$ cat src/rtl/alu_issue_ctrl.sv
// Issue controller for a registered-latency ALU: accepts one instruction, launches
// operands from the internal register file, waits ALU_LAT edges, then writes back.
module alu_issue_ctrl #(
  parameter int W       = 32,
  parameter int REG_AW  = 4,
  parameter int ALU_LAT = 2
) (
  input  logic              clk,
  input  logic              rst_n,
  input  logic              instr_valid,
  output logic              instr_ready,
  input  logic [2:0]        instr_op,
  input  logic [REG_AW-1:0] instr_rd,
  input  logic [REG_AW-1:0] instr_rn,
  input  logic [REG_AW-1:0] instr_rm,
  input  logic              instr_use_imm,
  input  logic [W-1:0]      instr_imm,
  output logic [W-1:0]      alu_a,
  output logic [W-1:0]      alu_b,
  output logic [2:0]        alu_func,
  input  logic [W-1:0]      alu_result,
  input  logic [3:0]        alu_flags,
  output logic              done_valid,
  output logic [REG_AW-1:0] done_rd,
  output logic [W-1:0]      done_result,
  output logic              done_err,
  output logic [3:0]        flags_q,
  input  logic [REG_AW-1:0] dbg_addr,
  output logic [W-1:0]      dbg_data
);
  localparam int NREG = 1 << REG_AW;
  localparam int CW   = (ALU_LAT > 1) ? $clog2(ALU_LAT) : 1;
  localparam logic [CW-1:0] CNT_INIT = CW'(ALU_LAT - 1);
  localparam logic [2:0] OP_CMP = 3'b100;
  localparam logic [2:0] OP_ILL = 3'b111;

  typedef enum logic {IDLE, WAIT} state_t;

  state_t            state, state_nxt;
  logic [CW-1:0]     cnt;
  logic [REG_AW-1:0] rd_q;
  logic [2:0]        op_q;
  logic [W-1:0]      regs [NREG];
  logic              accept, wb;

  always_ff @(posedge clk or negedge rst_n) begin
    if (!rst_n) state <= IDLE;
    else        state <= state_nxt;
  end

  always_comb begin
    state_nxt = state;
    accept    = 1'b0;
    wb        = 1'b0;
    case (state)
      IDLE: if (instr_valid) begin
        accept    = 1'b1;
        state_nxt = WAIT;
      end
      WAIT: if (cnt == '0) begin
        wb        = 1'b1;
        state_nxt = IDLE;
      end
      default: state_nxt = IDLE;
    endcase
  end

  assign instr_ready = (state == IDLE);

  // Operand registers hold between instructions so the ALU output stays stable.
  always_ff @(posedge clk or negedge rst_n) begin
    if (!rst_n) begin
      alu_a    <= '0;
      alu_b    <= '0;
      alu_func <= '0;
      rd_q     <= '0;
      op_q     <= '0;
      cnt      <= '0;
    end else if (accept) begin
      alu_a    <= regs[instr_rn];
      alu_b    <= instr_use_imm ? instr_imm : regs[instr_rm];
      alu_func <= instr_op;
      rd_q     <= instr_rd;
      op_q     <= instr_op;
      cnt      <= CNT_INIT;
    end else if (state == WAIT && cnt != '0) begin
      cnt <= cnt - CW'(1);
    end
  end

  always_ff @(posedge clk or negedge rst_n) begin
    if (!rst_n) begin
      done_valid  <= 1'b0;
      done_rd     <= '0;
      done_result <= '0;
      done_err    <= 1'b0;
      flags_q     <= '0;
    end else begin
      done_valid <= wb;
      if (wb) begin
        done_rd     <= rd_q;
        done_result <= alu_result;
        done_err    <= (op_q == OP_ILL);
        if (op_q != OP_ILL) flags_q <= alu_flags;
      end
    end
  end

  // CMP updates flags only; illegal ops touch nothing architectural.
  always_ff @(posedge clk or negedge rst_n) begin
    if (!rst_n) begin
      for (int i = 0; i < NREG; i++) regs[i] <= '0;
    end else if (wb && op_q != OP_CMP && op_q != OP_ILL) begin
      regs[rd_q] <= alu_result;
    end
  end

  assign dbg_data = regs[dbg_addr];
endmodule

$ cat config.mk
export PLATFORM = sky130hd
export DESIGN_NAME = alu_issue_ctrl
export DESIGN_NICKNAME = d
export VERILOG_FILES = /design/src/rtl/alu_issue_ctrl.sv
export SDC_FILE = /design/constraint.sdc
export NUM_CORES = 1
export LEC_CHECK = 0
export CORE_UTILIZATION = 50
export DETAILED_ROUTE_END_ITERATION = 10
export PLACE_DENSITY = 0.69
export SKIP_LAST_GASP = 1
export SLEW_MARGIN = 20
export SYNTH_ARGS = -nofsm -noshare
export SYNTH_HDL_FRONTEND = slang
export SYNTH_SLANG_ARGS = --single-unit
$ cat constraint.sdc
create_clock -name clk -period 2.91 [get_ports clk]
set_input_delay 0.582 -clock clk [delete_from_list [all_inputs] [get_ports clk]]
set_output_delay 0.582 -clock clk [all_outputs]
set_load 0.005 [all_outputs]
==> run summary <==
• **clock slew at reported path FFs** 50 ps
• **worst-path cell with the longest stage delay** sky130_fd_sc_hd__mux4_2
• **post-route clock skew** 16.8 ps
• **PnR Total Power** 41.8 mW
• **number of distinct standard cells referenced by the synthesized netlist** 41
• **Final #Nets** 2,773
• **failing checks** negative setup slack
• **number of buffers and inverters on the critical path** 3
• **most common library cell in the layout ignoring fill and taps** sky130_fd_sc_hd__dfrtp_1
• **overall global routing resource usage** 32.3%
• **number of placed I/O pins** 233
• **result of the run** finished with violations
• **Achievable Freq** 343 MHz
• **portion of total power attributed to sequential cells** 40.9%
• **largest fanout of any net on the critical path** 16
• **CP required** 2330 ps
• **clock tree from TritonCTS** yes
• **final cycle utilization of the critical path** 100%
• **drt initial violations** 2,508
• **Die W** 268 µm
• **endpoints failing hold** 0
• **IR drop worst, VDD** 0.444 mV
• **post-layout instance area** 42,300 µm²
• **final global-route overflow total** 0
• **worst r2r src** rd_q[2]
• **DIE AREA** 71,700 µm²
• **total half-perimeter wirelength after legalization and detailed placement** 69,700 µm
• **area of the core** 70,000 µm²
• **number of antenna violations at the first check in global routing** 1
• **max-slew violation count** 0
• **number of flip-flops and latches in the synthesized netlist** 627
• **share of layout cells above drive strength 1** 43.8%
• **area of placed instances** 39,500 µm²
• **design internal power** 28.0 mW
• **synthesized area** 35,300 µm²
• **most numerous cell on the critical path** sky130_fd_sc_hd__mux4_2
• **GP Congestion** 0.900
• **initial core utilization** 50.4%
• **routed wire length** 113,000 µm
• **synthesized area per cell** 14.5 µm²
• **relative slew slack** 48.9%
• **top_reg_cell synth** sky130_fd_sc_hd__dfrtp_1
• **number of remaining DRC errors** 0
• **start point of the worst min-delay path** done_result[14]
• **average wire per standard cell** 30.8 µm
• **count of input and output buffers** 232
• **end-of-flow core utilization** 60.5%
• **part of the total power dissipated in the clock network** 21.8%
• **synthesized net count** 2,525
• **list of cells traversed by the critical path** clkbuf_16 > buf_16 > mux4_2 > mux4_2 > dlygate4sd2_1
• **most used cells in the layout excluding fill and tap cells** sky130_fd_sc_hd__dfrtp_1, sky130_fd_sc_hd__mux2_2, sky130_fd_sc_hd__mux4_2
• **clock period minus final worst setup slack** 2920 ps
• **Synthesis Warnings** 0
• **Post-synth EDFFs** 0
• **Least-Margin Pin Slew** 767 ps
• **pin count of the biggest net entering global routing** 78
• **average vias per placed instance** 6.78
• **wire length of the first global-routing pass** 170,000 µm
• **kind of capture point of the worst setup path** output pin
• **Worst Hold Margin** 471 ps
• **critical path launch point** dbg_addr[0]
• **source-to-sink clock delay at the later pin of the worst-skew pair** 620 ps
• **family of cells with the greatest summed delay on the critical path** multiplexers
• **count of H-tree levels built during CTS** 3
• **Pwr Density** 987 nW/µm²
• **Setup WS post-layout** -9.20 ps
• **Num Clock Sinks** 627
• **switching portion of total power** 33.0%
• **P&R area growth vs syn** 19.9%
• **final count of negative-setup-slack endpoints** 1
• **RSZ-0062 raised after global routing** yes
• **type of the worst min-delay path** flop to flop
• **max-capacitance violation count** 0
• **static power due to leakage** 17.9 nW
• **CTS Buffer Depth** 3
• **row count** 97
• **fraction of the yosys area taken by sequential cells** 44.4%
• **relative contribution of combinational cells to total power** 37.3%
• **die height** 268 µm
• **Worst EP arrival** 2340 ps
• **asr flop ratio synth** 100%
• **TNS Setup** -9.20 ps
• **count of TritonRoute iterations in the first routing pass** 7
• **start-to-end type of the worst setup path** primary input to output pin
• **critical path's largest stage delay** 540 ps
• **cell count after synthesis** 2,434
• **via count of the first global-routing pass** 25,700
• **routed vias** 25,000
• **buffer type at the clock tree root** sky130_fd_sc_hd__clkbuf_16
• **startpoint type of the worst setup path** primary input
• **number of inserted diodes** 0
• **net switching power** 13.8 mW
• **cts bufs inserted** 70
• **number of nets still failing antenna checks after routing** 0
==> cells by family after synthesis <==
| family | count (synthesis) | share of synthesized area [%] |
|---|---|---|
| and+or+nand+nor | 259 | 3.21 |
| xor gates and xnor gates | 2 | 0.0496 |
| muxes | 1060 | 44.3 |
| DFF | 627 | 44.4 |
| buffers and inverters | 250 | 3.39 |
| AOI/OAI and AO/OA | 236 | 4.61 |
==> sequential cells by signal, summed over array words and instances, names as in the netlist <==
signal       flops
rd_q             4
alu_b           32
done_result     32
alu_a           32
flags_q          4
cnt              1
done_err         1
done_rd          4
regs           512
op_q             3
done_valid       1
state            1
==> metrics by stage <==
step	setup WS [ps]	instances
floorplan	167	2434
global placement	-350	3498
detailed placement	-360	3498
CTS	-174	3674
global route	-27.5	3678
finish	-9.20	3678
==> layout make-up <==
cell class / instances / area, µm²
Clock buffer: 104 / 2140
Clock inverter: 24 / 219
Fill cell: 5231 / 27700
Inverter: 5 / 18.8
Multi-Input combinational cell: 1557 / 18500
Sequential cell: 627 / 15700
Tap cell: 940 / 1180
Timing Repair Buffer: 421 / 4560
==> power by group through the flow <==
stage          registers, mW  clock network [mW]  logic (mW)
2_1_floorplan           15.5                   0        10.2
3_3_place_gp            16.9                   0        14.6
3_5_place_dp            17.1                   0        15.0
4_1_cts                 16.9                9.24        15.6
5_1_grt                 17.5                9.58        16.7
6_report                17.1                9.10        15.6
==> timing repair <==
action | 4_1_cts | 5_1_grt
hold buffers | 1 | 0
endpoints found under the setup margin | 32 | 13
gates resized for setup | 50 | 7
hold endpoints to repair | 44 | 0
buffers inserted | 44 | 4
cloned | 3 | 0
==> cells in the mapped netlist, types with 4 or more instances <==
library cell / n / area (µm²)
sky130_fd_sc_hd__a211oi_1: 25 / 188
sky130_fd_sc_hd__a21oi_1: 9 / 45.0
sky130_fd_sc_hd__a22oi_1: 73 / 548
sky130_fd_sc_hd__a31oi_1: 9 / 56.3
sky130_fd_sc_hd__a32oi_1: 23 / 201
sky130_fd_sc_hd__and3_1: 4 / 25.0
sky130_fd_sc_hd__buf_1: 9 / 33.8
sky130_fd_sc_hd__buf_2: 77 / 385
sky130_fd_sc_hd__buf_4: 19 / 143
sky130_fd_sc_hd__buf_6: 12 / 135
sky130_fd_sc_hd__clkbuf_1: 126 / 473
sky130_fd_sc_hd__dfrtp_1: 627 / 15700
sky130_fd_sc_hd__mux2_1: 26 / 293
sky130_fd_sc_hd__mux2_2: 490 / 5520
sky130_fd_sc_hd__mux2i_1: 192 / 1920
sky130_fd_sc_hd__mux4_2: 352 / 7930
sky130_fd_sc_hd__nand2_1: 209 / 785
sky130_fd_sc_hd__nand3_1: 5 / 25.0
sky130_fd_sc_hd__nor2_1: 13 / 48.8
sky130_fd_sc_hd__o211ai_1: 34 / 255
sky130_fd_sc_hd__o21ai_0: 60 / 300
sky130_fd_sc_hd__or2_2: 9 / 56.3
==> layer usage <==
metal  part of all wire [%]  up-vias  track usage, %
li1                       -     9990               -
met1                     39    13300            43.2
met2                     48     1343            51.8
met3                    8.5      303            6.19
met4                    4.3        2            13.8
met5                  0.011        -               0
==> worst min-delay path, stage by stage (launching register included) <==
cell                      delay [ps]
sky130_fd_sc_hd__dfrtp_1         340
sky130_fd_sc_hd__nand2_1          50
sky130_fd_sc_hd__nand2_1          50
==> final timing paths <==
check                                  endpoint  slack (ps)  depth (start not counted)
worst max-delay path                dbg_data[0]          -9                          5
worst min-delay path            done_result[14]         470                          2
worst max register to register         regs[80]         560                          5
worst min register to register  done_result[14]         470                          2
max in group asynchronous       done_result[25]        1360                          3
min in group asynchronous        done_result[6]         530                          2
Power figures use the tool's default switching activity.
